## src/rtl/seg_serial_decoder.sv

```systemverilog
// ---------------------------------------------------------------------------
// seg_serial_decoder
//
// Receive-side monitor for the serial seven-segment display link. A frame of
// DIGITS segment bytes is shifted in one bit at a time, most significant bit
// of the highest digit first. The frame is then decoded back into hex digits,
// one digit per cycle through a single shared glyph lookup. Each byte is laid
// out {p,g,f,e,d,c,b,a}.
//
// Parameters
//   DIGITS      number of digits per frame (frame is 8*DIGITS bits)
//   ACTIVE_LOW  1 = segments/point are low-true on the link, 0 = high-true
//
// Ports
//   clk        system clock, rising edge
//   rst        asynchronous active-high reset
//   seg_shift  strobe: sample seg_dat as the next frame bit
//   seg_dat    serial segment data
//   seg_load   strobe: end of frame, latch and decode
//   hex        decoded digits, digit i at hex[4i+3:4i]
//   points     decimal point lit, per digit
//   blank      all seven segments dark, per digit
//   invalid    pattern is neither a hex glyph nor blank, per digit
//   valid      one-cycle pulse: hex/points/blank/invalid just updated
//   frame_err  one-cycle pulse: seg_load with wrong bit count
//   overrun    one-cycle pulse: seg_shift or seg_load while busy
//   busy       high while a frame is being decoded
// ---------------------------------------------------------------------------
module seg_serial_decoder #(
    parameter int DIGITS     = 8,
    parameter bit ACTIVE_LOW = 1'b1
) (
    input  logic                  clk,
    input  logic                  rst,
    input  logic                  seg_shift,
    input  logic                  seg_dat,
    input  logic                  seg_load,
    output logic [4*DIGITS-1:0]   hex,
    output logic [DIGITS-1:0]     points,
    output logic [DIGITS-1:0]     blank,
    output logic [DIGITS-1:0]     invalid,
    output logic                  valid,
    output logic                  frame_err,
    output logic                  overrun,
    output logic                  busy
);

    localparam int NBITS = 8 * DIGITS;
    // One extra code above NBITS so a too-long frame stays distinguishable.
    localparam int CW    = $clog2(NBITS + 2);
    localparam int IW    = (DIGITS > 1) ? $clog2(DIGITS) : 1;

    typedef enum logic {
        IDLE,
        DECODE
    } state_t;

    state_t                 state_q;
    logic [NBITS-1:0]       sr_q;
    logic [NBITS-1:0]       sr_d;
    logic [CW-1:0]          bitCnt_q;
    logic [CW-1:0]          bitCnt_d;
    logic [NBITS-1:0]       frameBuf_q;
    logic [IW-1:0]          digitIdx_q;
    logic                   commitPend_q;

    logic [4*DIGITS-1:0]    hexStage_q;
    logic [DIGITS-1:0]      pointsStage_q;
    logic [DIGITS-1:0]      blankStage_q;
    logic [DIGITS-1:0]      invalidStage_q;

    logic [4*DIGITS-1:0]    hex_q;
    logic [DIGITS-1:0]      points_q;
    logic [DIGITS-1:0]      blank_q;
    logic [DIGITS-1:0]      invalid_q;
    logic                   valid_q;
    logic                   frameErr_q;
    logic                   overrun_q;
    logic                   busy_q;

    logic                   loadOk;
    logic [7:0]             rawByte;
    logic [7:0]             litByte;
    logic [4:0]             glyph;
    logic [3:0]             digitHex;
    logic                   digitPoint;
    logic                   digitBlank;
    logic                   digitInvalid;

    // Maps a lit-high gfedcba pattern to {match, hex value}; no match -> 0.
    function automatic logic [4:0] lookupGlyph(input logic [6:0] seg);
        logic [4:0] result;
        case (seg)
            7'h3F:   result = {1'b1, 4'h0};
            7'h06:   result = {1'b1, 4'h1};
            7'h5B:   result = {1'b1, 4'h2};
            7'h4F:   result = {1'b1, 4'h3};
            7'h66:   result = {1'b1, 4'h4};
            7'h6D:   result = {1'b1, 4'h5};
            7'h7D:   result = {1'b1, 4'h6};
            7'h07:   result = {1'b1, 4'h7};
            7'h7F:   result = {1'b1, 4'h8};
            7'h6F:   result = {1'b1, 4'h9};
            7'h77:   result = {1'b1, 4'hA};
            7'h7C:   result = {1'b1, 4'hB};
            7'h39:   result = {1'b1, 4'hC};
            7'h5E:   result = {1'b1, 4'hD};
            7'h79:   result = {1'b1, 4'hE};
            7'h71:   result = {1'b1, 4'hF};
            default: result = 5'b0_0000;
        endcase
        return result;
    endfunction

    // Shift register and bit counter next state. Only the idle state accepts
    // bits; a shift in the same cycle as a load is applied first, so the
    // length check below already includes that bit.
    always_comb begin
        sr_d     = sr_q;
        bitCnt_d = bitCnt_q;
        if (state_q == IDLE && seg_shift) begin
            sr_d = {sr_q[NBITS-2:0], seg_dat};
            if (bitCnt_q != CW'(NBITS + 1)) begin
                bitCnt_d = bitCnt_q + CW'(1);
            end
        end
    end

    assign loadOk = (bitCnt_d == CW'(NBITS));

    // Shared per-digit decode of the frame byte selected by the digit index.
    // Blank is checked before the glyph table so an all-dark pattern never
    // reports invalid; the point bit is carried through independently.
    always_comb begin
        rawByte      = frameBuf_q[{digitIdx_q, 3'b000} +: 8];
        litByte      = ACTIVE_LOW ? ~rawByte : rawByte;
        glyph        = lookupGlyph(litByte[6:0]);
        digitPoint   = litByte[7];
        digitBlank   = (litByte[6:0] == 7'h00);
        digitInvalid = !digitBlank && !glyph[4];
        digitHex     = glyph[4] ? glyph[3:0] : 4'h0;
    end

    // Control FSM plus all registered state and outputs. The commit of the
    // staging registers happens one cycle after the last digit is staged,
    // which gives the DIGITS+1 cycle load-to-valid latency while busy only
    // covers the DIGITS decode cycles.
    always_ff @(posedge clk or posedge rst) begin
        if (rst) begin
            state_q        <= IDLE;
            sr_q           <= '0;
            bitCnt_q       <= '0;
            frameBuf_q     <= '0;
            digitIdx_q     <= '0;
            commitPend_q   <= 1'b0;
            hexStage_q     <= '0;
            pointsStage_q  <= '0;
            blankStage_q   <= '0;
            invalidStage_q <= '0;
            hex_q          <= '0;
            points_q       <= '0;
            blank_q        <= '1;
            invalid_q      <= '0;
            valid_q        <= 1'b0;
            frameErr_q     <= 1'b0;
            overrun_q      <= 1'b0;
            busy_q         <= 1'b0;
        end else begin
            valid_q    <= 1'b0;
            frameErr_q <= 1'b0;
            overrun_q  <= 1'b0;

            if (commitPend_q) begin
                hex_q        <= hexStage_q;
                points_q     <= pointsStage_q;
                blank_q      <= blankStage_q;
                invalid_q    <= invalidStage_q;
                valid_q      <= 1'b1;
                commitPend_q <= 1'b0;
            end

            case (state_q)
                IDLE: begin
                    sr_q     <= sr_d;
                    bitCnt_q <= bitCnt_d;
                    if (seg_load) begin
                        bitCnt_q <= '0;
                        if (loadOk) begin
                            frameBuf_q <= sr_d;
                            digitIdx_q <= '0;
                            state_q    <= DECODE;
                            busy_q     <= 1'b1;
                        end else begin
                            frameErr_q <= 1'b1;
                        end
                    end
                end

                DECODE: begin
                    if (seg_shift || seg_load) begin
                        overrun_q <= 1'b1;
                    end
                    hexStage_q[{digitIdx_q, 2'b00} +: 4] <= digitHex;
                    pointsStage_q[digitIdx_q]            <= digitPoint;
                    blankStage_q[digitIdx_q]             <= digitBlank;
                    invalidStage_q[digitIdx_q]           <= digitInvalid;
                    if (digitIdx_q == IW'(DIGITS - 1)) begin
                        state_q      <= IDLE;
                        busy_q       <= 1'b0;
                        commitPend_q <= 1'b1;
                    end else begin
                        digitIdx_q <= digitIdx_q + IW'(1);
                    end
                end

                default: begin
                    state_q <= IDLE;
                    busy_q  <= 1'b0;
                end
            endcase
        end
    end

    assign hex       = hex_q;
    assign points    = points_q;
    assign blank     = blank_q;
    assign invalid   = invalid_q;
    assign valid     = valid_q;
    assign frame_err = frameErr_q;
    assign overrun   = overrun_q;
    assign busy      = busy_q;

endmodule

```

## config.mk

```make
export PLATFORM = sky130hd
export DESIGN_NAME = seg_serial_decoder
export DESIGN_NICKNAME = d
export VERILOG_FILES = /design/src/rtl/seg_serial_decoder.sv
export SDC_FILE = /design/constraint.sdc
export NUM_CORES = 1
export LEC_CHECK = 0
export CAP_MARGIN = 20
export CORE_MARGIN = 2
export CORE_UTILIZATION = 55
export DETAILED_ROUTE_END_ITERATION = 12
export GPL_ROUTABILITY_DRIVEN = 0
export GPL_TIMING_DRIVEN = 0
export PLACE_DENSITY = 0.75
export SKIP_CTS_REPAIR_TIMING = 1
export SLEW_MARGIN = 20
export SYNTH_ARGS = -nofsm -noshare
export SYNTH_HDL_FRONTEND = slang
export SYNTH_SLANG_ARGS = --single-unit
```

## constraint.sdc

```tcl
create_clock -name clk -period 12.3 [get_ports clk]
set_input_delay 1.845 -clock clk [delete_from_list [all_inputs] [get_ports clk]]
set_output_delay 1.845 -clock clk [all_outputs]
set_load 0.02 [all_outputs]
```

==> key figures, run 1 <==
Critical path
  – Critical Path Start Type: input port
  – Crit-path max cell delay: 530 ps
  – Worst path buffer plus inverter count: 4
  – Worst Reg-to-Reg Cells: 10
  – Critical path class: input port to register
  – CP delay by family, top: buffers and inverters
  – Crit-path cells: clkdlybuf4s50_1 -> and2b_1 -> and4_1 -> buf_2 -> nor3b_1 -> o21ai_1 -> o31ai_1 -> o211ai_1 -> nor2_1 -> buf_2 -> buf_4 -> mux2_1
  – Slowest CP cell: clkdlybuf4s50_1
  – Worst path required time: 12700 ps
  – WP data arrival: 4670 ps
  – R2r startpoint: digitIdx_q[0]
  – CP Capture Type: register
  – Crit-path most repeated cell: buf_2
  – R2R setup slack: 9170 ps
  – Crit path max fanout: 10
  – R2r endpoint: hexStage_q[6]

Hold path
  – Tightest Hold Check Type: register to register
  – Hold path cells: 0
  – Worst hold start: commitPend_q
  – Hold Path Sink: valid

Timing
  – Slew Viols, Final: 0
  – Worst-Margin Slew: 1120 ps
  – Fmax: 0.234 GHz
  – Final Cycle Share: 34.8%
  – Fin. Hold Viols: 0
  – Fin crit period: 4270 ps
  – Slew margin rel.: 25.6%
  – Final setup fails: 0
  – Fin Setup TNS: 0 ps
  – RSZ-0062 raised after global routing: false
  – Skew final: 20.4 ps

Clocking
  – CTS buffer count: 26
  – Clock slew at reported path FFs: 60 ps
  – CTS H-Tree Depth: 1
  – Clock latency at the later pin of the worst-skew pair: 530 ps
  – Root buffer cell: clkbuf_16
  – Clock Path Buffers: 3
  – CTS tree: done
  – Clock sinks: 256

Finish
  – Commonest cells after routing, fill and taps aside: 268 x nand2_1, 248 x dfrtp_1, 92 x mux2_2, 63 x clkdlybuf4s50_1, 43 x mux2_1
  – Commonest non-fill, non-tap cell in the layout: nand2_1
  – # diodes: 0
  – Area of the multi-input gates: 4200 um^2
  – # nets final: 1056
  – Final Util: 65.6%
  – Layout area overhead: 16.7%
  – Fraction of layout cells with a size suffix above 1: 17.7%
  – Storage cell area: 6420 um^2
  – Filler instances: 1501

Global routing
  – First-pass GRT wire length: 38700 um
  – Grt ovf: 0
  – Vias in the first global route: 7330
  – Initial antenna violation count: 0
  – Largest net degree at the start of global routing: 108
  – GRT Total Usage: 22.6%

Synth
  – Seq/Total Area, Yosys: 58.7%
  – Synth warnings: 0
  – Top FF cell, synth: dfrtp_1
  – Unique masters post-synth: 71
  – Synthesis-stage register bit count: 256
  – Synth Instances: 949
  – Async SR Flop Fraction: 100%
  – Mapped Avg Cell Area: 11.5 um^2
  – Mapped Area: 10900 um^2
  – EDFF count, synth: 0
  – Syn_nets: 963

Power and ir drop
  – VDD IR-drop max: 101 uV
  – Power Density: 130 nW/um^2
  – Static leakage: 6.29 nW
  – Sw Ratio: 22.2%
  – Sequential Power Share: 52.3%
  – Internal power: 0.00129 W
  – Clk pwr share: 44.6%
  – Switching pwr: 0.000367 W
  – Comb pwr share: 3.0%

Floorplan
  – Core area: 19500 um^2
  – Row Count: 51
  – Ports: 65
  – Die width: 145 um
  – Initial Util: 56.2%
  – Die H: 145 um
  – DIE AREA: 21000 um^2

Job
  – Maximum Capacitance Violations: 0

Placed design
  – HPWL Detailed: 16000 um
  – I/O Buffers: 63

Route
  – Via count: 7359
  – Post-detailed-route count of antenna-violating nets: 0
  – DRT iter0 DRCs: 547
  – WL final: 23300 um
  – # DRC: 0
  – Routed length per instance: 17.5 um
  – Via density: 5.55
  – TritonRoute pass-1 iters: 5

Run status
  – Status: complete, no violations
[worst max-delay path by stage]
stage               startpoint              to  depth (start not counted)
floorplan                  rst     bitCnt_q[0]                          1
global placement           rst         sr_q[8]                          2
detailed placement   seg_shift  frameBuf_q[16]                         12
CTS                  seg_shift  frameBuf_q[15]                         12
global route         seg_shift   frameBuf_q[8]                         12
finish               seg_shift  frameBuf_q[15]                         12
[flip-flops by register name, indices dropped and copies added, names as in the netlist, 3 cells and up]
register	flops
bitCnt_q	7
blank	8
blankStage_q	8
digitIdx_q	3
frameBuf_q	64
hex	32
hexStage_q	32
invalid	8
invalidStage_q	8
points	8
pointsStage_q	8
sr_q	64
[cell usage after synthesis (3+ instances only)]
cell,number,area share [%]
buf_6,5,0.51
a21oi_1,11,0.50
buf_2,9,0.41
mux2_2,92,9.5
mux2_1,43,4.4
and2b_1,3,0.21
o31ai_1,4,0.27
o32ai_1,3,0.24
inv_1,17,0.58
a22o_1,12,0.96
mux2i_1,7,0.64
buf_4,8,0.55
nor4_1,6,0.34
nand4_1,5,0.29
o21ai_0,25,1.1
ha_1,9,1.0
and3_1,3,0.17
dfrtp_1,248,57
nand3_1,12,0.55
clkbuf_1,26,0.89
nor3_1,5,0.23
nor2b_1,5,0.29
o22ai_1,5,0.29
or4_1,5,0.34
dfstp_2,8,1.9
nor2_1,16,0.55
or3_1,3,0.17
nand2b_1,6,0.34
o21ai_1,25,1.1
nand2_1,268,9.2
and2_1,3,0.17
mux4_2,4,0.82
[worst reg2reg max path, cell delays in order (launching register included)]
cell      delay, ps
dfrtp_1         460
buf_6           180
buf_6           170
mux4_2          530
nand2_1         140
nand2_1         220
nand3b_1        220
o32ai_2         110
a31oi_1         300
o311a_1         500
o21ai_1         150
[metal layers]
metal	wire length, um	part of all wire [%]	up-vias	global-route usage (%)
met1	10200	44	3670	31.3
met5	0	0	-	0
met3	1230	5.3	41	3.65
met4	498	2.1	0	5.59
li1	-	-	3464	-
met2	11300	49	184	37.8
[cells by family (layout without fill, tap and decap cells)]
| group | count (synthesis) | after routing | synth area share, % |
|---|---|---|---|
| AO/OA/AOI/OAI | 116 | 116 | 7.72 |
| XOR/XNOR | 2 | 2 | 0.160 |
| adder cells (fa/ha/maj) | 9 | 9 | 1.03 |
| buffers and inverters | 66 | 177 | 2.99 |
| flip-flops | 256 | 256 | 58.7 |
| multiplexers | 146 | 146 | 15.4 |
| AND/OR/NAND/NOR | 354 | 354 | 14.1 |
[through the flow]
| step | total power, W | std cells | setup WS, ps | area (um^2) | hold slack (ps) |
|---|---|---|---|---|---|
| after floorplan | 0.000915 | 949 | 3430 | 10900 | 370 |
| after global placement | 0.000929 | 1277 | 480 | 11900 | 404 |
| after detailed placement | 0.000933 | 1279 | 7510 | 12000 | 401 |
| after CTS | 0.00167 | 1325 | 8030 | 12800 | 414 |
| after global routing | 0.00172 | 1325 | 7770 | 12800 | 440 |
| final | 0.00166 | 1325 | 8030 | 12800 | 420 |
[power groups by stage]
stage	registers [W]	clock network, W	logic, W
5_1_grt	0.000868	0.000789	0.0000590
6_report	0.000867	0.000740	0.0000498
3_5_place_dp	0.000882	0	0.0000510
2_1_floorplan	0.000880	0	0.0000349
4_1_cts	0.000867	0.000753	0.0000513
3_3_place_gp	0.000883	0	0.0000469
[area by class of cell]
type	count	area share, %
Sequential cell	256	50.3
Multi-Input combinational cell	627	32.9
Clock buffer	38	5.84
Timing Repair Buffer	65	5.37
Tap cell	265	2.60
Buffer	49	2.06
Inverter	17	0.559
Clock inverter	8	0.451
Power figures use the tool's default switching activity.
==> run 2, diff against run 1 <==
==> constraint.sdc (replaced) <==
create_clock -name clk -period 4.3 [get_ports clk]
set_input_delay 0.645 -clock clk [delete_from_list [all_inputs] [get_ports clk]]
set_output_delay 0.645 -clock clk [all_outputs]
set_load 0.02 [all_outputs]
==> run 2 against run 1 <==
Routed wire length grew 0.17%. Hold slack gained 30 ps. Sequential cell count is the same. Critical endpoint is now frameBuf_q[17]. Power grew to 3.0 times the previous value. Non-clock buffer count grew 7. Die area is the same. Clock skew shrank 11 ps. Largest cell class unchanged. Sequential share of layout area shrank 0.91 points. Core utilization grew 1.2 points.
==> key figures, run 2 (synthesis results as in run 1) <==
Critical path
  – Critical path class: input port to register
  – Worst Reg-to-Reg Cells: 11
  – CP Capture Type: register
  – Worst path required time: 4700 ps
  – Slowest CP cell: clkdlybuf4s50_1
  – Worst setup path start: seg_shift
  – Crit-path most repeated cell: buf_2
  – CP delay by family, top: buffers and inverters
  – Crit path max fanout: 10
  – Worst path buffer plus inverter count: 4
  – R2r startpoint: digitIdx_q[1]
  – WP data arrival: 3560 ps
  – Crit-path cells: clkdlybuf4s50_1 -> and2b_1 -> and4_1 -> buf_2 -> nor3b_1 -> o21ai_1 -> o31ai_1 -> o211ai_1 -> nor2_1 -> buf_2 -> buf_4 -> mux2_1
  – Crit-path max cell delay: 550 ps
  – Critical Path Start Type: input port
  – R2r endpoint: hexStage_q[16]
  – Crit path depth: 12
  – R2R setup slack: 1240 ps

Job
  – Maximum Capacitance Violations: 0

Timing
  – Fin. Hold Viols: 0
  – Worst-Margin Slew: 859 ps
  – Skew final: 9.35 ps
  – Slew margin rel.: 42.3%
  – RSZ-0062 raised after global routing: false
  – Fmax: 0.316 GHz
  – Fin crit period: 3160 ps
  – Final setup fails: 0
  – Fin Setup TNS: 0 ps
  – Final Cycle Share: 73.6%
  – Final setup margin: 1140 ps
  – Slew Viols, Final: 0

Hold path
  – Worst hold start: commitPend_q
  – Hold path cells: 0
  – Tightest Hold Check Type: register to register
  – Hold Path Sink: valid

Finish
  – Layout area overhead: 18.9%
  – Commonest non-fill, non-tap cell in the layout: nand2_1
  – Fraction of layout cells with a size suffix above 1: 18.8%
  – # diodes: 0
  – Filler instances: 1469
  – # nets final: 1064
  – Commonest cells after routing, fill and taps aside: 268 x nand2_1, 248 x dfrtp_1, 92 x mux2_2, 63 x clkdlybuf4s50_1, 43 x mux2_1
  – Biggest regs: frameBuf_q (64), sr_q (64)

Floorplan
  – Initial Util: 56.2%
  – Row Count: 51
  – Die width: 145 um
  – DIE AREA: 21000 um^2
  – Ports: 65
  – Die H: 145 um
  – Core area: 19500 um^2

Global routing
  – GRT Total Usage: 22.5%
  – First-pass GRT wire length: 38700 um
  – Grt ovf: 0
  – Largest net degree at the start of global routing: 35
  – Initial antenna violation count: 0
  – Vias in the first global route: 7462

Route
  – # DRC: 0
  – TritonRoute pass-1 iters: 4
  – Post-detailed-route count of antenna-violating nets: 0
  – Via density: 5.56
  – Via count: 7417
  – DRT iter0 DRCs: 409
  – WL final: 23300 um
  – Routed length per instance: 17.4 um

Run status
  – Status: complete, no violations

Power and ir drop
  – Comb pwr share: 3.1%
  – Power Density: 384 nW/um^2
  – Internal power: 0.00394 W
  – Clk pwr share: 47.2%
  – Sw Ratio: 21.0%
  – Sequential Power Share: 49.7%
  – Switching pwr: 0.00105 W
  – Static leakage: 6.41 nW
  – VDD IR-drop max: 355 uV

Placed design
  – Pre-CTS setup slack: 627 ps
  – I/O Buffers: 63
  – HPWL Detailed: 16400 um

Clocking
  – Clock sinks: 256
  – Clock latency at the later pin of the worst-skew pair: 520 ps
  – Clock Path Buffers: 3
  – CTS tree: done
  – Root buffer cell: clkbuf_16
  – Clock slew at reported path FFs: 60 ps
  – CTS buffer count: 27
  – CTS H-Tree Depth: 1
==> run 2: layout make-up <==
| cell class | instances | area [um^2] | share of cell area [%] |
|---|---|---|---|
| Tap cell | 265 | 332 | 2.55 |
| Buffer | 49 | 263 | 2.02 |
| Sequential cell | 256 | 6420 | 49.3 |
| Inverter | 17 | 67.6 | 0.520 |
| Multi-Input combinational cell | 627 | 4200 | 32.3 |
| Timing Repair Buffer | 72 | 803 | 6.18 |
| Clock inverter | 8 | 97.6 | 0.751 |
| Clock buffer | 41 | 828 | 6.37 |
==> run 2: power groups by stage <==
stage / registers [W] / logic, W / clock network [W]
after floorplan: 0.00252 / 0.000100 / 0
final: 0.00248 / 0.000155 / 0.00236
after CTS: 0.00248 / 0.000159 / 0.00240
after global routing: 0.00248 / 0.000180 / 0.00250
after detailed placement: 0.00252 / 0.000159 / 0
after global placement: 0.00252 / 0.000135 / 0
==> run 2: stage by stage <==
stage                     hold WS (ps)  power [W]  instance area, um^2  std cells  utilization [%]
after CTS                          445    0.00504                13000       1334             66.8
after global routing               471    0.00517                13000       1335             66.8
after detailed placement           426    0.00268                12100       1285             62.0
after floorplan                    370    0.00262                10900        949                -
final                              450    0.00499                13000       1335             66.8
after global placement             408    0.00266                11900       1277             61.2
==> run 2: per-layer routing <==
metal  part of all wire [%]  vias up  track usage [%]
met4                    2.8        0             6.19
met5                      0        -                0
met1                     44     3723             30.2
met3                    4.6       47             3.77
li1                       -     3474                -
met2                     49      173             38.2
==> run 2: how the worst max path moves through the flow <==
stage / slack (ps) / to
finish: 1140 / frameBuf_q[17]
CTS: 1150 / frameBuf_q[17]
global route: 940 / frameBuf_q[17]
floorplan: 290 / bitCnt_q[0]
global placement: -1480 / sr_q[23]
detailed placement: 630 / frameBuf_q[16]
==> run 3, diff against run 2 <==
==> constraint.sdc (replaced) <==
create_clock -name clk -period 2.95 [get_ports clk]
set_input_delay 0.4425 -clock clk [delete_from_list [all_inputs] [get_ports clk]]
set_output_delay 0.4425 -clock clk [all_outputs]
set_load 0.02 [all_outputs]
==> run 3 against run 2 <==
Routed wire length grew 0.95%. Sequential cell count stayed put. Core utilization grew 1.1 points. Largest power group unchanged. Highest routed layer unchanged.
==> key figures, run 3 (synthesis results as in run 1) <==
Route
  – WL final: 23500 um
  – Via count: 7375
  – TritonRoute pass-1 iters: 5
  – # DRC: 0
  – Via density: 5.48
  – Routed length per instance: 17.5 um
  – DRT iter0 DRCs: 414
  – Post-detailed-route count of antenna-violating nets: 0

Finish
  – # diodes: 0
  – Commonest cells after routing, fill and taps aside: 265 x nand2_1, 247 x dfrtp_1, 91 x mux2_2, 62 x clkdlybuf4s50_1, 43 x mux2_1
  – Biggest regs: frameBuf_q (64), sr_q (64)
  – # nets final: 1075
  – Design area: 13200 um^2
  – Post-Layout Cell Count: 1346
  – Fraction of layout cells with a size suffix above 1: 21.5%
  – Commonest non-fill, non-tap cell in the layout: nand2_1
  – Filler instances: 1449
  – Storage cell area: 6420 um^2
  – Area of the multi-input gates: 4300 um^2
  – Layout area overhead: 20.9%

Global routing
  – Largest net degree at the start of global routing: 35
  – First-pass GRT wire length: 38700 um
  – GRT Total Usage: 22.5%
  – Vias in the first global route: 7462
  – Grt ovf: 0
  – Initial antenna violation count: 0

Critical path
  – R2R setup slack: 70 ps
  – Worst Reg-to-Reg Cells: 10
  – CP Capture Type: register
  – WP data arrival: 3280 ps
  – Worst path required time: 3350 ps
  – R2r startpoint: digitIdx_q[1]
  – Worst setup path start: digitIdx_q[1]
  – Critical Path Start Type: register
  – R2r endpoint: hexStage_q[16]
  – Critical path class: register to register
  – Crit path max fanout: 10
  – Crit path to: hexStage_q[16]

Power and ir drop
  – Clk pwr share: 47.2%
  – VDD IR-drop max: 517 uV
  – Sequential Power Share: 49.7%
  – Comb pwr share: 3.1%
  – Switching pwr: 0.00153 W
  – Sw Ratio: 21.0%
  – Internal power: 0.00575 W
  – Power Density: 550 nW/um^2
  – Static leakage: 6.48 nW

Timing
  – Slew margin rel.: 52.5%
  – Final setup fails: 0
  – Fin Setup TNS: 0 ps
  – Slew Viols, Final: 0
  – Final Cycle Share: 97.7%
  – Fin. Hold Viols: 0
  – Fin crit period: 2880 ps
  – Skew final: 7.86 ps
  – Worst-Margin Slew: 710 ps
  – Final setup margin: 69.2 ps
  – Fmax: 0.347 GHz
  – RSZ-0062 raised after global routing: true

Clocking
  – Clock sinks: 256
  – CTS H-Tree Depth: 1
  – CTS buffer count: 27
  – Root buffer cell: clkbuf_16
  – CTS tree: done
  – Clock latency at the later pin of the worst-skew pair: 520 ps
  – Clock Path Buffers: 3
  – Clock slew at reported path FFs: 60 ps

Floorplan
  – Initial Util: 56.2%
  – Die width: 145 um
  – Core area: 19500 um^2
  – Row Count: 51
  – Ports: 65
  – DIE AREA: 21000 um^2
  – Die H: 145 um

Hold path
  – Tightest Hold Check Type: input port to asynchronous set/reset pin

Placed design
  – DP Cell Count: 1285
  – I/O Buffers: 63
  – Pre-CTS setup slack: -521 ps
  – HPWL Detailed: 16400 um
  – Area after DPL: 12100 um^2

Job
  – Maximum Capacitance Violations: 0

Run status
  – Status: complete, no violations
## run 3: cell types whose count changed in the layout (fill, tap and decap cells not counted), sizes merged
cell / delta
buf: +10
clkbuf: +1
clkdlybuf4s50: -1
clkinvlp: +1
dlymetal6s2s: +1
inv: -1
## run 3: stage by stage
stage / hold slack (ps) / util [%] / total power (W)
6_report: 386 / 68.0 / 0.00728
4_1_cts: 384 / 66.8 / 0.00734
2_1_floorplan: 370 / - / 0.00382
3_5_place_dp: 426 / 62.0 / 0.00391
3_3_place_gp: 408 / 61.2 / 0.00388
5_1_grt: 398 / 68.0 / 0.00753
## run 3: worst min-delay path by stage
stage	start	end	slack (ps)	depth (start not counted)
final	rst	bitCnt_q[3]	390	2
after global routing	seg_shift	overrun	400	2
after CTS	seg_load	overrun	380	2
after detailed placement	commitPend_q	valid	430	0
after global placement	commitPend_q	valid	410	0
after floorplan	commitPend_q	valid	370	0
## run 3: power by group through the flow
stage	combinational [W]	clock [W]	sequential [W]
4_1_cts	0.000232	0.00349	0.00362
2_1_floorplan	0.000146	0	0.00367
5_1_grt	0.000263	0.00365	0.00362
3_3_place_gp	0.000197	0	0.00368
3_5_place_dp	0.000231	0	0.00368
6_report	0.000225	0.00344	0.00362
## run 3: per-layer routing
metal,wire length (um),GRT usage [%]
met1,10300,30.2
met5,0,0
met3,1090,3.77
met4,613,6.19
met2,11600,38.2
## run 3: area by class of cell
class / count / area share, %
clock inverters: 8 / 0.738
flip-flops and latches: 256 / 48.5
clock buffers: 41 / 6.26
repair buffers: 84 / 6.77
inverters: 17 / 0.539
plain buffers: 48 / 2.18
multi-input cells: 627 / 32.5
well taps: 265 / 2.51
## run 3: worst max-delay path: stages, from the launching register on
cell and delay (ps):
dfrtp_1 390, buf_6 180, mux2_1 390, a221oi_4 360, o211ai_2 150, buf_6 170
xnor2_2 180, nor4b_2 100, nor3_4 240, o2111ai_4 270, mux2_4 340
